### config.mk
export PLATFORM = sky130hd
export DESIGN_NAME = hash_batch_bus_arbiter_flat
export DESIGN_NICKNAME = d
export VERILOG_FILES = /design/src/rtl/hash_batch_bus_arbiter_pkg.sv /design/src/rtl/hash_batch_bus_arbiter_if.sv /design/src/rtl/hash_batch_bus_arbiter_rr_pick_first.sv /design/src/rtl/hash_batch_bus_arbiter.sv /design/src/flat_wrapper.sv
export SDC_FILE = /design/constraint.sdc
export NUM_CORES = 1
export LEC_CHECK = 0
export CAP_MARGIN = 20
export CORE_AREA = 2 2 202 204
export CTS_CLUSTER_SIZE = 28
export DETAILED_ROUTE_END_ITERATION = 10
export DIE_AREA = 0 0 204 206
export GPL_ROUTABILITY_DRIVEN = 0
export PLACE_DENSITY_LB_ADDON = 0.15
export SETUP_SLACK_MARGIN = 0.5
export SYNTH_ARGS = -nofsm -noshare
export SYNTH_HDL_FRONTEND = slang
export SYNTH_SLANG_ARGS = --single-unit
export TNS_END_PERCENT = 1
### constraint.sdc
create_clock -name clk -period 6.3 [get_ports clk]
set_input_delay 1.26 -clock clk [delete_from_list [all_inputs] [get_ports clk]]
set_output_delay 1.26 -clock clk [all_outputs]
set_load 0.01 [all_outputs]
### src/rtl/hash_batch_bus_arbiter_pkg.sv
// -----------------------------------------------------------------------------
// hash_batch_bus_arbiter_pkg
//
// Purpose:
//   Shared widths and types for the hash batch bus. This package holds the
//   field widths of one hash batch beat. HASH_BATCH_W is the packed width of
//   one whole beat. The package also gives the bit offset of each field
//   inside that packed vector.
//   The arbiter carries every source beat internally as one hash_batch_t.
//   It splits the fields apart again only at the registered bus output.
//
// Contents:
//   ADDR_WIDTH, HASH_ISSUE_WIDTH, META_MATCH_LEN_WIDTH  field widths
//   HASH_BATCH_W                                       packed beat width
//   *_LSB                                              field offsets in a beat
//   hash_batch_t                                       packed beat type
//   arb_state_e                                        arbiter FSM states
//   pack_beat()                                        field -> beat packing
// -----------------------------------------------------------------------------
package hash_batch_bus_arbiter_pkg;

    localparam int ADDR_WIDTH           = 16;
    localparam int HASH_ISSUE_WIDTH     = 4;
    localparam int META_MATCH_LEN_WIDTH = 3;

    // head + history_valid + history_addr + meta_match_len + can_ext + delim
    localparam int HASH_BATCH_W = ADDR_WIDTH
                                + HASH_ISSUE_WIDTH
                                + HASH_ISSUE_WIDTH * ADDR_WIDTH
                                + HASH_ISSUE_WIDTH * META_MATCH_LEN_WIDTH
                                + HASH_ISSUE_WIDTH
                                + 1;

    // Field placement inside a packed beat, delim in the LSB.
    localparam int DELIM_LSB      = 0;
    localparam int CAN_EXT_LSB    = DELIM_LSB + 1;
    localparam int META_LSB       = CAN_EXT_LSB + HASH_ISSUE_WIDTH;
    localparam int HIST_ADDR_LSB  = META_LSB + HASH_ISSUE_WIDTH * META_MATCH_LEN_WIDTH;
    localparam int HIST_VALID_LSB = HIST_ADDR_LSB + HASH_ISSUE_WIDTH * ADDR_WIDTH;
    localparam int HEAD_ADDR_LSB  = HIST_VALID_LSB + HASH_ISSUE_WIDTH;

    typedef logic [HASH_BATCH_W-1:0] hash_batch_t;

    typedef enum logic {
        ARB_IDLE   = 1'b0,
        ARB_LOCKED = 1'b1
    } arb_state_e;

    function automatic hash_batch_t pack_beat(
        input logic [ADDR_WIDTH-1:0]                            head_addr,
        input logic [HASH_ISSUE_WIDTH-1:0]                      history_valid,
        input logic [HASH_ISSUE_WIDTH*ADDR_WIDTH-1:0]           history_addr,
        input logic [HASH_ISSUE_WIDTH*META_MATCH_LEN_WIDTH-1:0] meta_match_len,
        input logic [HASH_ISSUE_WIDTH-1:0]                      meta_match_can_ext,
        input logic                                             delim
    );
        return {head_addr, history_valid, history_addr,
                meta_match_len, meta_match_can_ext, delim};
    endfunction

endpackage

### src/rtl/hash_batch_bus_arbiter_if.sv
// -----------------------------------------------------------------------------
// hash_batch_bus_arbiter_if
//
// Purpose:
//   Bundles the per-source hash batch inputs, the shared bus output and the
//   arbiter status signals into one interface.
//
// Modports:
//   slave  : arbiter side. It takes source beats and drives s_ready.
//            It also drives the bus payload, o_locked and o_owner, and it
//            takes o_ready from the first bus node.
//   master : environment side. This is the hash engines plus the bus sink.
//
// Signals (k = source index, slice k of each flattened vector):
//   s_valid / s_delim / s_ready      per-source handshake, NUM_SRC bits
//   s_head_addr                      NUM_SRC*ADDR_WIDTH
//   s_history_valid                  NUM_SRC*HASH_ISSUE_WIDTH
//   s_history_addr                   NUM_SRC*HASH_ISSUE_WIDTH*ADDR_WIDTH
//   s_meta_match_len                 NUM_SRC*HASH_ISSUE_WIDTH*META_MATCH_LEN_WIDTH
//   s_meta_match_can_ext             NUM_SRC*HASH_ISSUE_WIDTH
//   o_valid / o_ready                bus handshake
//   o_*                              bus payload, one source slice wide
//   o_locked / o_owner               arbiter status
// -----------------------------------------------------------------------------
interface hash_batch_bus_arbiter_if
    import hash_batch_bus_arbiter_pkg::*;
#(
    parameter int NUM_SRC      = 4,
    parameter int NUM_SRC_LOG2 = 2
) ();

    logic [NUM_SRC-1:0]                                         s_valid;
    logic [NUM_SRC*ADDR_WIDTH-1:0]                              s_head_addr;
    logic [NUM_SRC*HASH_ISSUE_WIDTH-1:0]                        s_history_valid;
    logic [NUM_SRC*HASH_ISSUE_WIDTH*ADDR_WIDTH-1:0]             s_history_addr;
    logic [NUM_SRC*HASH_ISSUE_WIDTH*META_MATCH_LEN_WIDTH-1:0]   s_meta_match_len;
    logic [NUM_SRC*HASH_ISSUE_WIDTH-1:0]                        s_meta_match_can_ext;
    logic [NUM_SRC-1:0]                                         s_delim;
    logic [NUM_SRC-1:0]                                         s_ready;

    logic                                                       o_valid;
    logic [ADDR_WIDTH-1:0]                                      o_head_addr;
    logic [HASH_ISSUE_WIDTH-1:0]                                o_history_valid;
    logic [HASH_ISSUE_WIDTH*ADDR_WIDTH-1:0]                     o_history_addr;
    logic [HASH_ISSUE_WIDTH*META_MATCH_LEN_WIDTH-1:0]           o_meta_match_len;
    logic [HASH_ISSUE_WIDTH-1:0]                                o_meta_match_can_ext;
    logic                                                       o_delim;
    logic                                                       o_ready;

    logic                                                       o_locked;
    logic [NUM_SRC_LOG2-1:0]                                    o_owner;

    modport slave (
        input  s_valid, s_head_addr, s_history_valid, s_history_addr,
               s_meta_match_len, s_meta_match_can_ext, s_delim,
        output s_ready,
        output o_valid, o_head_addr, o_history_valid, o_history_addr,
               o_meta_match_len, o_meta_match_can_ext, o_delim,
        input  o_ready,
        output o_locked, o_owner
    );

    modport master (
        output s_valid, s_head_addr, s_history_valid, s_history_addr,
               s_meta_match_len, s_meta_match_can_ext, s_delim,
        input  s_ready,
        input  o_valid, o_head_addr, o_history_valid, o_history_addr,
               o_meta_match_len, o_meta_match_can_ext, o_delim,
        output o_ready,
        input  o_locked, o_owner
    );

endinterface

### src/rtl/hash_batch_bus_arbiter_rr_pick_first.sv
// -----------------------------------------------------------------------------
// rr_pick_first
//
// Purpose:
//   Rotating-priority picker. It returns the first requester found when
//   searching upward from ptr, wrapping modulo NUM_SRC.
//   It is purely combinational and is reusable wherever a round-robin
//   winner is needed.
//
// Ports:
//   req    input   NUM_SRC       request vector
//   ptr    input   NUM_SRC_LOG2  highest-priority index (must be < NUM_SRC)
//   grant  output  NUM_SRC       one-hot winner, all zero when req == 0
//   idx    output  NUM_SRC_LOG2  winner index, 0 when req == 0
// -----------------------------------------------------------------------------
module rr_pick_first #(
    parameter int NUM_SRC      = 4,
    parameter int NUM_SRC_LOG2 = 2
) (
    input  logic [NUM_SRC-1:0]      req,
    input  logic [NUM_SRC_LOG2-1:0] ptr,
    output logic [NUM_SRC-1:0]      grant,
    output logic [NUM_SRC_LOG2-1:0] idx
);

    always_comb begin
        int                      cand;
        logic [NUM_SRC_LOG2-1:0] cand_idx;
        logic                    found;
        grant    = '0;
        idx      = '0;
        found    = 1'b0;
        cand     = 0;
        cand_idx = '0;
        for (int i = 0; i < NUM_SRC; i++) begin
            // Explicit wrap keeps non-power-of-two NUM_SRC correct.
            cand = int'(ptr) + i;
            if (cand >= NUM_SRC) begin
                cand = cand - NUM_SRC;
            end
            cand_idx = NUM_SRC_LOG2'(cand);
            if (!found && req[cand_idx]) begin
                found           = 1'b1;
                grant[cand_idx] = 1'b1;
                idx             = cand_idx;
            end
        end
    end

endmodule

### src/rtl/hash_batch_bus_arbiter.sv
// -----------------------------------------------------------------------------
// hash_batch_bus_arbiter
//
// Purpose:
//   Merges the hash batch streams of NUM_SRC hash issue engines onto the
//   single hash batch bus. That bus feeds the first node of the job-PE chain.
//
//   Arbitration is round-robin at batch granularity. A batch ends with the
//   beat whose delim bit is 1. The winning source owns the bus until that
//   beat is accepted, so batches never interleave on the bus.
//   The bus output is one register stage deep. A new beat is loaded whenever
//   the register is empty or the bus node accepts the current beat.
//
// Ports:
//   clk    input  clock
//   rst_n  input  synchronous active-low reset. It drops any batch in
//                 flight and clears the output register, owner and rr_ptr.
//   bus    hash_batch_bus_arbiter_if.slave
//          s_*       per-source beats in, s_ready out
//          o_*       registered bus beat out, o_ready in
//          o_locked  high while a multi-beat batch is in progress
//          o_owner   source of the current or most recent grant
// -----------------------------------------------------------------------------
module hash_batch_bus_arbiter
    import hash_batch_bus_arbiter_pkg::*;
#(
    parameter int NUM_SRC      = 4,
    parameter int NUM_SRC_LOG2 = 2
) (
    input  logic                     clk,
    input  logic                     rst_n,
    hash_batch_bus_arbiter_if.slave  bus
);

    localparam int AW = ADDR_WIDTH;
    localparam int IW = HASH_ISSUE_WIDTH;
    localparam int MW = META_MATCH_LEN_WIDTH;

    // Source beats packed to one vector each.
    hash_batch_t             src_beat [NUM_SRC];

    // Arbiter state.
    arb_state_e              state_q, state_d;
    logic [NUM_SRC_LOG2-1:0] owner_q, owner_d;
    logic [NUM_SRC_LOG2-1:0] rr_ptr_q, rr_ptr_d;

    // Grant path.
    logic [NUM_SRC-1:0]      pick_grant;
    logic [NUM_SRC_LOG2-1:0] pick_idx;
    logic [NUM_SRC-1:0]      owner_oh;
    logic [NUM_SRC_LOG2-1:0] win_idx;
    logic [NUM_SRC_LOG2-1:0] next_ptr;
    logic [NUM_SRC-1:0]      ready;
    logic                    load;
    logic                    accept;
    logic                    win_delim;

    // Output register.
    logic                    vld_p1;
    hash_batch_t             beat_p1;

    for (genvar k = 0; k < NUM_SRC; k++) begin : g_pack
        assign src_beat[k] = pack_beat(
            bus.s_head_addr[k*AW +: AW],
            bus.s_history_valid[k*IW +: IW],
            bus.s_history_addr[k*IW*AW +: IW*AW],
            bus.s_meta_match_len[k*IW*MW +: IW*MW],
            bus.s_meta_match_can_ext[k*IW +: IW],
            bus.s_delim[k]
        );
    end

    rr_pick_first #(
        .NUM_SRC      (NUM_SRC),
        .NUM_SRC_LOG2 (NUM_SRC_LOG2)
    ) u_pick (
        .req   (bus.s_valid),
        .ptr   (rr_ptr_q),
        .grant (pick_grant),
        .idx   (pick_idx)
    );

    // ---- p0: grant and accept (combinational) ----
    assign load     = !vld_p1 || bus.o_ready;
    assign owner_oh = NUM_SRC'(1) << owner_q;
    assign win_idx  = (state_q == ARB_LOCKED) ? owner_q : pick_idx;

    // While locked, only the owner may be granted, even if its s_valid is
    // low. This keeps another source from slipping in mid-batch.
    always_comb begin
        ready = '0;
        if (rst_n && load) begin
            ready = (state_q == ARB_LOCKED) ? owner_oh : pick_grant;
        end
    end

    assign bus.s_ready = ready;
    assign accept      = |(ready & bus.s_valid);
    assign win_delim   = src_beat[win_idx][DELIM_LSB];
    assign next_ptr    = (win_idx == NUM_SRC_LOG2'(NUM_SRC - 1))
                       ? '0 : win_idx + NUM_SRC_LOG2'(1);

    // Next-state logic. rr_ptr only advances at a batch boundary. So the
    // next winner is chosen from the cycle after the delim beat is accepted.
    always_comb begin
        state_d  = state_q;
        owner_d  = owner_q;
        rr_ptr_d = rr_ptr_q;
        case (state_q)
            ARB_IDLE: begin
                if (accept) begin
                    owner_d = win_idx;
                    if (win_delim) begin
                        rr_ptr_d = next_ptr;
                    end else begin
                        state_d = ARB_LOCKED;
                    end
                end
            end
            ARB_LOCKED: begin
                if (accept && win_delim) begin
                    state_d  = ARB_IDLE;
                    rr_ptr_d = next_ptr;
                end
            end
            default: state_d = ARB_IDLE;
        endcase
    end

    always_ff @(posedge clk) begin
        if (!rst_n) begin
            state_q  <= ARB_IDLE;
            owner_q  <= '0;
            rr_ptr_q <= '0;
        end else begin
            state_q  <= state_d;
            owner_q  <= owner_d;
            rr_ptr_q <= rr_ptr_d;
        end
    end

    // ---- p1: registered bus beat ----
    // The payload only changes on accept. This holds it stable under
    // back-pressure.
    always_ff @(posedge clk) begin
        if (!rst_n) begin
            vld_p1  <= 1'b0;
            beat_p1 <= '0;
        end else begin
            if (load) begin
                vld_p1 <= accept;
            end
            if (accept) begin
                beat_p1 <= src_beat[win_idx];
            end
        end
    end

    assign bus.o_valid              = vld_p1;
    assign bus.o_head_addr          = beat_p1[HEAD_ADDR_LSB  +: AW];
    assign bus.o_history_valid      = beat_p1[HIST_VALID_LSB +: IW];
    assign bus.o_history_addr       = beat_p1[HIST_ADDR_LSB  +: IW*AW];
    assign bus.o_meta_match_len     = beat_p1[META_LSB       +: IW*MW];
    assign bus.o_meta_match_can_ext = beat_p1[CAN_EXT_LSB    +: IW];
    assign bus.o_delim              = beat_p1[DELIM_LSB];
    assign bus.o_locked             = (state_q == ARB_LOCKED);
    assign bus.o_owner              = owner_q;

endmodule

### src/flat_wrapper.sv
// flat-port wrapper written by rule: the top's interface ports become plain ports
module hash_batch_bus_arbiter_flat import hash_batch_bus_arbiter_pkg::*;
#(
    parameter int NUM_SRC      = 4,
    parameter int NUM_SRC_LOG2 = 2
)
  (clk, rst_n, bus_s_valid, bus_s_head_addr, bus_s_history_valid, bus_s_history_addr, bus_s_meta_match_len, bus_s_meta_match_can_ext, bus_s_delim, bus_s_ready, bus_o_valid, bus_o_head_addr, bus_o_history_valid, bus_o_history_addr, bus_o_meta_match_len, bus_o_meta_match_can_ext, bus_o_delim, bus_o_ready, bus_o_locked, bus_o_owner);
  hash_batch_bus_arbiter_if #(.NUM_SRC(NUM_SRC), .NUM_SRC_LOG2(NUM_SRC_LOG2)) bus_i ();
  input  logic clk;
  input  logic rst_n;
  input wire logic [$bits(bus_i.s_valid)-1:0] bus_s_valid;
  input wire logic [$bits(bus_i.s_head_addr)-1:0] bus_s_head_addr;
  input wire logic [$bits(bus_i.s_history_valid)-1:0] bus_s_history_valid;
  input wire logic [$bits(bus_i.s_history_addr)-1:0] bus_s_history_addr;
  input wire logic [$bits(bus_i.s_meta_match_len)-1:0] bus_s_meta_match_len;
  input wire logic [$bits(bus_i.s_meta_match_can_ext)-1:0] bus_s_meta_match_can_ext;
  input wire logic [$bits(bus_i.s_delim)-1:0] bus_s_delim;
  output wire logic [$bits(bus_i.s_ready)-1:0] bus_s_ready;
  output wire logic [$bits(bus_i.o_valid)-1:0] bus_o_valid;
  output wire logic [$bits(bus_i.o_head_addr)-1:0] bus_o_head_addr;
  output wire logic [$bits(bus_i.o_history_valid)-1:0] bus_o_history_valid;
  output wire logic [$bits(bus_i.o_history_addr)-1:0] bus_o_history_addr;
  output wire logic [$bits(bus_i.o_meta_match_len)-1:0] bus_o_meta_match_len;
  output wire logic [$bits(bus_i.o_meta_match_can_ext)-1:0] bus_o_meta_match_can_ext;
  output wire logic [$bits(bus_i.o_delim)-1:0] bus_o_delim;
  input wire logic [$bits(bus_i.o_ready)-1:0] bus_o_ready;
  output wire logic [$bits(bus_i.o_locked)-1:0] bus_o_locked;
  output wire logic [$bits(bus_i.o_owner)-1:0] bus_o_owner;
  assign bus_i.s_valid = bus_s_valid;
  assign bus_i.s_head_addr = bus_s_head_addr;
  assign bus_i.s_history_valid = bus_s_history_valid;
  assign bus_i.s_history_addr = bus_s_history_addr;
  assign bus_i.s_meta_match_len = bus_s_meta_match_len;
  assign bus_i.s_meta_match_can_ext = bus_s_meta_match_can_ext;
  assign bus_i.s_delim = bus_s_delim;
  assign bus_s_ready = bus_i.s_ready;
  assign bus_o_valid = bus_i.o_valid;
  assign bus_o_head_addr = bus_i.o_head_addr;
  assign bus_o_history_valid = bus_i.o_history_valid;
  assign bus_o_history_addr = bus_i.o_history_addr;
  assign bus_o_meta_match_len = bus_i.o_meta_match_len;
  assign bus_o_meta_match_can_ext = bus_i.o_meta_match_can_ext;
  assign bus_o_delim = bus_i.o_delim;
  assign bus_i.o_ready = bus_o_ready;
  assign bus_o_locked = bus_i.o_locked;
  assign bus_o_owner = bus_i.o_owner;
  hash_batch_bus_arbiter #(.NUM_SRC(NUM_SRC), .NUM_SRC_LOG2(NUM_SRC_LOG2)) u_core (.clk(clk), .rst_n(rst_n), .bus(bus_i));
endmodule
; Word-level counts from Yosys, hierarchy flattened
; Index checks and enable logic that the tools add are counted.
[classes]
n_bitwise = 6
magnitude_cmp = 13
addsub = 8
shift = 1
reduce_logical = 17
eq_ne = 4
muxes = 46
[op_table]
columns = cell, count
row1 = binary-select mux 101 bit (select 2 bit), 1
row2 = two-way mux 101 bit, 2
row3 = two-way mux 2 bit, 13
row4 = two-way mux 4 bit, 6
row5 = two-way mux 1 bit, 14
row6 = "greater-or-equal comparator 3 bit, second input constant", 4
row7 = "< comparator 2 x 3 -> 1 bit, second input constant", 4
row8 = bitwise OR 4 bit, 3
row9 = logical AND 1 bit, 9
row10 = binary-select mux 1 bit (select 2 bit), 4
row11 = demux 1 bit (select 2 bit), 4
row12 = "greater-or-equal comparator 2 x 1 -> 1 bit, second input constant", 4
row13 = "subtractor 2 x 1 -> 2 bit, second input constant", 4
row14 = "adder 2 x 2 -> 3 bit, second input constant", 2
row15 = AND 4 bit, 1
row16 = logical NOT 1 bit, 4
row17 = "inequality test 2 x 1 -> 1 bit, second input constant", 2
row18 = case mux 2 bit (2 select lines), 1
row19 = OR reduction 4 bit, 1
row20 = "<< shifter 1 x 2 -> 4 bit, first input constant", 1
row21 = "adder 2 x 1 -> 3 bit, second input constant", 1
row22 = "greater-or-equal comparator 2 x 3 -> 1 bit, second input constant", 1
row23 = inverter 2 -> 3 bit, 1
row24 = AND reduction 3 bit, 1
row25 = 7 further kinds, 7
[word_totals]
input_bits = 411
elab_cells = 100
regBits = 107

; Depth between registers and ports, before layout
; Gate-level depths: netlist of run 1.
[depth]
word_depth = 22
mapped_depth = 17
mapped_depth_nobuf = 11

; Cells and area by module
; A second synthesis of run 1 with hierarchy kept.
[unflattened]
cells_unflattened = 658
area_unflattened_um2 = 6967.9
[modules_own_cells]
columns = module, seq_area_each_um2, area_each_um2, cells_each, n_inst
row1 = hash_batch_bus_arbiter, 2142.1, 6563.8, 610, 1
row2 = rr_pick_first, 0.0, 404.1, 48, 1

; Least setup slack after synthesis of run 1
; OpenSTA, ideal clock, no wires.
[synth_timing]
path_kind = reg2out
start = register u_core.rr_ptr_q[0]
end = output port bus_s_ready[0]
path_slack_ns = 2.022
arrival_time_ns = 3.018
stages_incl_launch_ff = 12
path_cell_list = dfxtp_1 > buf_2 > clkbuf_1 > inv_1 > ha_1 > clkbuf_1 > mux4_2 > buf_2 > or3_1 > a211oi_1 > a31oi_1 > a21oi_4
[synth_via]
elab_chain_cells = 16
elab_cells_between_ends = 61
classes_between = add/sub (7) / order compare (12) / mux (29) / bitwise (3) / reduce/logical (10)
[synth_rtl]
columns = element, line
row1 = start: declaration, hash_batch_bus_arbiter.sv:45  ; logic [NUM_SRC_LOG2-1:0] rr_ptr_q, rr_ptr_d;
row2 = start signal: assignment, hash_batch_bus_arbiter.sv:138  ; rr_ptr_q <= rr_ptr_d;
row3 = branches (longest 13 deep; another with adder 2 x 1 -> 3 bit), n/a
row4 = two-way mux 4 bit (*), hash_batch_bus_arbiter_rr_pick_first.sv:42  ; if (!found && req[cand_idx]) begin
row5 = two-way mux 4 bit (*), hash_batch_bus_arbiter.sv:93  ; ready = (state_q == ARB_LOCKED) ? owner_oh : pick_grant;
row6 = two-way mux 4 bit (*), hash_batch_bus_arbiter.sv:92  ; if (rst_n && load) begin
row7 = end: declaration, flat_wrapper.sv:18  ; output wire logic [$bits(bus_i.s_ready)-1:0] bus_s_ready;
; Every way passes the cells marked *. The select of a mux whose other input is x is not followed.

; Worst setup path in the final report of run 1
[layout_timing]
start = input port bus_s_valid[3]
end = output port bus_s_ready[0]
[layout_via]
elab_chain_cells = 14
elab_cells_between_ends = 26
classes_between = mux (17) / bitwise (3) / reduce/logical (6)
[layout_rtl]
columns = element, line
row1 = start: declaration, flat_wrapper.sv:11  ; input wire logic [$bits(bus_i.s_valid)-1:0] bus_s_valid;
row2 = binary-select mux 1 bit (select 2 bit), hash_batch_bus_arbiter_rr_pick_first.sv:42
row3 = two-way mux 1 bit (implied by the code), hash_batch_bus_arbiter_rr_pick_first.sv:42
row4 = two-way mux 1 bit, hash_batch_bus_arbiter_rr_pick_first.sv:42
row5 = logical NOT 1 bit, hash_batch_bus_arbiter_rr_pick_first.sv:42
row6 = logical AND 1 bit, hash_batch_bus_arbiter_rr_pick_first.sv:42
row7 = two-way mux 1 bit, hash_batch_bus_arbiter_rr_pick_first.sv:42
row8 = logical NOT 1 bit, hash_batch_bus_arbiter_rr_pick_first.sv:42
row9 = logical AND 1 bit, hash_batch_bus_arbiter_rr_pick_first.sv:42
row10 = two-way mux 1 bit, hash_batch_bus_arbiter_rr_pick_first.sv:42
row11 = logical NOT 1 bit, hash_batch_bus_arbiter_rr_pick_first.sv:42
row12 = logical AND 1 bit, hash_batch_bus_arbiter_rr_pick_first.sv:42
row13 = two-way mux 4 bit (*), hash_batch_bus_arbiter_rr_pick_first.sv:42
row14 = two-way mux 4 bit (*), hash_batch_bus_arbiter.sv:93
row15 = two-way mux 4 bit (*), hash_batch_bus_arbiter.sv:92
; Every way passes the cells marked *; elsewhere a longest branch is shown, timed or not. The select of a mux whose other input is x is not followed.

==> results of run 1 <==
where the power goes:
part / leakage (nW) / switching [mW] / internal [mW] / total (mW)
sequential: 0.877 / 0.204 / 1.01 / 1.21
clock: 0.143 / 0.317 / 0.277 / 0.594
combinational: 4.20 / 2.91 / 1.86 / 4.77
worst register-to-register path: stages, from the launching register on:
cell     delay, ps
dfxtp_1        680
inv_1          240
ha_1           550
mux4_2         420
nor2b_1        150
o41ai_1        390
or2_4          230
buf_12         430
nand2_1        640
a22o_1         290
nor2_1         200
mux2i_1        220
layout make-up:
class                      instances  area [um2]
antenna                            3        7.51
clock buffer                       9         225
clock inverter                     7        56.3
fill                            4409       26600
inverter                           8        37.5
multi-input combinational       1020        5070
sequential                       107        2140
tap                              532         666
timing repair buffer             534        5370
path summary, 6_finish.rpt:
path / startpoint / to / slack [ps] / cells after the start
min: u_core.beat_p1[95] / u_core.beat_p1[95] / 450 / 2
max: bus_s_valid[3] / bus_s_ready[0] / 850 / 7
min reg2reg: u_core.beat_p1[95] / u_core.beat_p1[95] / 450 / 2
max reg2reg: u_core.rr_ptr_q[1] / u_core.rr_ptr_q[1] / 1800 / 11
logic make-up (layout without fill, tap and decap cells):
| logic type | count (synthesis) | in the layout |
|---|---|---|
| and+or+nand+nor | 856 | 856 |
| AOI/OAI and AO/OA | 146 | 146 |
| buffers and inverters | 122 | 558 |
| DFF | 107 | 107 |
| muxes | 10 | 10 |
| adders and majority gates | 8 | 8 |
| other | 0 | 3 |
cells in the final DEF (no fill, tap or decap), types with 3 or more instances in the layout:
master,instances
clkdlybuf4s50_1,518
nand2_1,514
nand3_1,304
dfxtp_1,107
a21boi_0,53
a21boi_1,50
buf_4,11
o21ai_0,9
clkbuf_16,9
ha_1,8
a21oi_1,7
inv_1,6
nor2b_1,6
nor2_1,6
inv_6,5
nor3_1,5
buf_12,5
mux2i_1,4
mux4_2,4
diode_2,3
nand3b_1,3
nor3b_1,3
o21a_1,3
and2_1,3
stage by stage:
stage	hold WS, ps	util, %	instances	setup slack, ps	total power [mW]
4_1_cts	454	33.8	2217	872	6.72
5_1_grt	466	33.8	2218	703	7.23
6_report	451	33.8	2220	855	6.58
3_3_place_gp	436	33.1	2201	820	6.07
3_5_place_dp	443	33.1	2201	871	6.08
2_1_floorplan	475	-	1249	2020	4.10
metal layers:
metal / share of wire [%] / wire (um) / track usage (%) / vias to the layer above
met1: 43 / 17100 / 22.8 / 4588
met5: 0 / 0 / 0 / -
li1: - / - / - / 5044
met4: 2.1 / 820 / 5.87 / 0
met3: 6.3 / 2510 / 4.07 / 38
met2: 49 / 19400 / 31.0 / 323
sequential cells by signal (all words and copies together), names as in the netlist, named ones only:
| signal | flops |
|---|---|
| u_core.bus.o_valid | 1 |
| u_core.rr_ptr_q | 2 |
| u_core.beat_p1 | 101 |
| u_core.bus.o_owner | 2 |
==> impl_metrics.ini, run 1 <==
[placed_design]
numPortBuffers = 519
placed_area_um2 = 13300
dp_hpwl_mm = 28.7

[routing]
antenna_left = 0
viasPerCell = 4.50
drt_drc_violations_left = 0
postRouteWirelength_mm = 39.9
drtIter0Drc = 528
drt_first_pass_iters = 5
routedWlPerCell_um = 18.0
dr_total_vias = 9993

[timing]
rsz0062_at_grt = no
setup_tns_ps = 0
slew_headroom_pct = 14.8
finalHoldViolations = 0
min_period_ps = 5450
tightest_slew_ps = 1280
fmax_ghz = 0.184
skew_ps = 6.40
setup_viol = 0
fin_crit_sh_pct = 86.4
maxSlewViolCount = 0

[floorplan]
ios = 520
row_count = 74
fp.dieArea_um2 = 42000
core-area_um2 = 40200
die_h_um = 206
dieWidth_um = 204
initial_core_util_pct = 19.3

[global_route]
grt_remaining_overflow = 0
grt_pass1_wl_mm = 58.7
antenna_found_initial = 1
grt_pass1_vias = 9694
gr-usage-all-layers_pct = 18.2
grt_max_degree = 203

[clock_network]
clockRootBuffer = clkbuf_16
cts_hold_buffers = 0
cts_made_buffers = 9
clk_pin_slew_ps = 80
htreeDepth = 3
post_cts_buffers = 0
cts_num_sinks = 107
cts_resized = 0
clk_latency_ps = 380
tritoncts = done
clk_path_buf_depth = 2

[logic_synthesis]
synthMuxAreaShare_pct = 1.97
post-synth-top-count-cell = nand2_1
yosys.area.top_type = dfxtp_1
synth_edf_count = 0
synth_commonest_cells = 514 x nand2_1, 304 x nand3_1, 107 x dfxtp_1
syn-instance-count = 1249
syn_avg_cell_area_um2 = 6.20
synth_area_leaders = dfxtp_1 28%, nand2_1 25%, nand3_1 20%
synth_simple_gate_area_share_pct = 47.6
synth_compound_area_share_pct = 14.4
synth_fp_nets = 1668
synth_ff_type = dfxtp_1
syn_area_um2 = 7740
synth-xor-area-share_pct = 0
ys_seq_area_share_pct = 27.7
yosys_warnings = 0
ys_ff_latch = 107
synth_top_family_by_area = simple AND/OR/NAND/NOR gates
ys_async_sr_fraction_pct = 0
synth-adder-area-share_pct = 1.29
synth_cell_types = 49
synth_top_area_share_pct = 27.7

[flow_run]
drv_cap = 0

[layout]
nets = 2099
syn2layout_area_growth_pct = 75.3
drive_above_1_share_pct = 2.85
design_area_um2 = 13600

[setup_path]
worst_ep_arrival_time_ps = 4190
required_ps = 5040
slowest_stage = mux4_2
path_cells = clkdlybuf4s50_1, mux4_2, or3_1, a211oi_1, a31oi_1, a21oi_4, clkdlybuf4s50_1
cp_num_buf_inv = 2
cp_max_fo = 16
critical-path-top-delay-family = buffers and inverters
crit_type = in -> out
cp-end-kind = output pin
worstSetupStartpointType = input port
slowest_delay_ps = 710
path_common_cell = clkdlybuf4s50_1

[min_path]
min_path_type = reg -> reg

[power]
ir_drop_mv = 0.596
power.density_nw_per_um2 = 485
power.static_leakage_nw = 5.22

[run_status]
status = complete, no violations
Note: power is estimated with default switching activity, not from simulation.
==> inputs of run 2 (changes only) <==
CORE_AREA = 2 2 203 205   (was 2 2 202 204)
DIE_AREA = 0 0 205 207   (was 0 0 204 206)
TNS_END_PERCENT = 5   (was 1)
clock period = 4.6 ns   (was 6.3 ns; I/O delays follow)
==> impl_metrics.ini, run 2 (synthesis gave the netlist of run 1 again) <==
[clock_network]
cts_hold_buffers = 0
cts_num_sinks = 107
clk_latency_ps = 380
cts_made_buffers = 9
tritoncts = done
clockRootBuffer = clkbuf_16
htreeDepth = 3
clk_pin_slew_ps = 70
clk_path_buf_depth = 2

[placed_design]
dp_cells = 2217
place_ws_ps = 338
numPortBuffers = 519
placed_area_um2 = 13500
dp_hpwl_mm = 30.2

[layout]
stdcell_count = 2238
diodes = 0
regMostFlops = u_core.beat_p1
drive_above_1_share_pct = 4.10
syn2layout_area_growth_pct = 78.8
fillers = 4484
nets = 2120
layout_common_cells = 516 x clkdlybuf4s50_1, 514 x nand2_1, 304 x nand3_1
largest_reg_flops = 101
design_area_um2 = 13800
layout_commonest_cell = clkdlybuf4s50_1

[timing]
fmax_ghz = 0.238
skew_ps = 14.1
maxSlewViolCount = 0
fin_ws_ps = 405
fin_crit_sh_pct = 91.2
setup_viol = 0
finalHoldViolations = 0
slew_headroom_pct = 50.2
setup_tns_ps = 0
tightest_slew_ps = 747
min_period_ps = 4200
rsz0062_at_grt = yes

[min_path]
min_path_cells = 2
hold_path.startpoint = u_core.beat_p1[64]
min_path_type = reg -> reg
holdPathEnd = u_core.beat_p1[64]

[power]
power_frac_comb_pct = 72.8
power.internal_mw = 4.60
clkPwrFrac_pct = 9.4
power.share.sequential_pct = 17.8
ir_drop_mv = 0.564
swShare_pct = 50.8
power.static_leakage_nw = 5.39
power.density_nw_per_um2 = 675
p_sw_mw = 4.74

[setup_path]
worstSetupStartpointType = input port
worst_ep_arrival_time_ps = 3280
reg2reg_setup_slack_ps = 960
r2r_end = u_core.beat_p1[61]
reg2reg_from = u_core.rr_ptr_q[0]
required_ps = 3680
crit_type = in -> out
cp-end-kind = output pin
cp_max_fo = 11
r2r_cells = 12

[routing]
antenna_left = 0
postRouteWirelength_mm = 40.6
dr_total_vias = 10200
drtIter0Drc = 490
drt_first_pass_iters = 5
routedWlPerCell_um = 18.1
drt_drc_violations_left = 0
viasPerCell = 4.55

[floorplan]
fp.dieArea_um2 = 42400
core-area_um2 = 40400
ios = 520
initial_core_util_pct = 19.2
row_count = 74
dieWidth_um = 205
die_h_um = 207

[global_route]
antenna_found_initial = 0
gr-usage-met2_pct = 32.1
grt_max_degree = 103
use_met1_pct = 22.7
grt_pass1_vias = 9987
grt_remaining_overflow = 0
use_met3_pct = 3.92
grt_pass1_wl_mm = 60.4
gr-usage-all-layers_pct = 18.6
busiest_layer = met2

[flow_run]
drv_cap = 0

[run_status]
status = complete, no violations
-- run 2: final cells by class --
| type | instances | area, um2 | area share [%] |
|---|---|---|---|
| repair buffers | 555 | 5600 | 40.5 |
| multi-input cells | 1020 | 5080 | 36.7 |
| flip-flops and latches | 107 | 2140 | 15.5 |
| well taps | 532 | 666 | 4.81 |
| clock buffers | 13 | 280 | 2.02 |
| clock inverters | 3 | 43.8 | 0.316 |
| inverters | 8 | 36.3 | 0.262 |
-- run 2: stage by stage --
stage	power (mW)	util, %	hold WS (ps)
2_1_floorplan	5.62	-	475
3_3_place_gp	8.54	33.4	437
3_5_place_dp	8.56	33.4	441
4_1_cts	9.51	34.2	452
5_1_grt	10.2	34.3	465
6_report	9.34	34.3	447
-- run 2: worst max-delay path by stage --
stage,startpoint,end,slack [ps],depth (start not counted)
2_1_floorplan,u_core.rr_ptr_q[0],bus_s_ready[0],660,11
3_3_place_gp,bus_s_valid[1],bus_s_ready[0],300,7
3_5_place_dp,bus_s_valid[1],bus_s_ready[0],340,7
4_1_cts,bus_s_valid[0],bus_s_ready[3],410,8
5_1_grt,bus_s_valid[0],bus_s_ready[2],350,8
6_report,bus_s_valid[0],bus_s_ready[2],400,8
-- run 2: power by group through the flow --
stage / Clock [mW] / Sequential, mW / Combinational, mW
after floorplan: 0 / 1.84 / 3.78
after global placement: 0 / 1.67 / 6.87
after detailed placement: 0 / 1.68 / 6.88
after CTS: 0.932 / 1.67 / 6.91
after global routing: 0.961 / 1.72 / 7.55
final: 0.882 / 1.66 / 6.80
-- run 2: repair_timing --
item | 4_1_cts | 5_1_grt
gates resized for setup | 1 | 3
pin swaps | 0 | 2
endpoints found under the setup margin | 4 | 4
buffers inserted | 1 | 4
-- run 2: routing by layer --
| layer | vias up | routed length (um) |
|---|---|---|
| met5 | - | 0 |
| met4 | 0 | 1090 |
| met3 | 50 | 2780 |
| met2 | 362 | 19800 |
| met1 | 4683 | 16900 |
| li1 | 5078 | - |
-- run 2: worst max-delay path, stage by stage --
cell and delay, ps:
clkdlybuf4s50_1 440, buf_4 200, mux4_2 460, nor2b_2 200, a221oi_2 280, o21ai_0 110
and3_1 190, clkdlybuf4s50_1 470
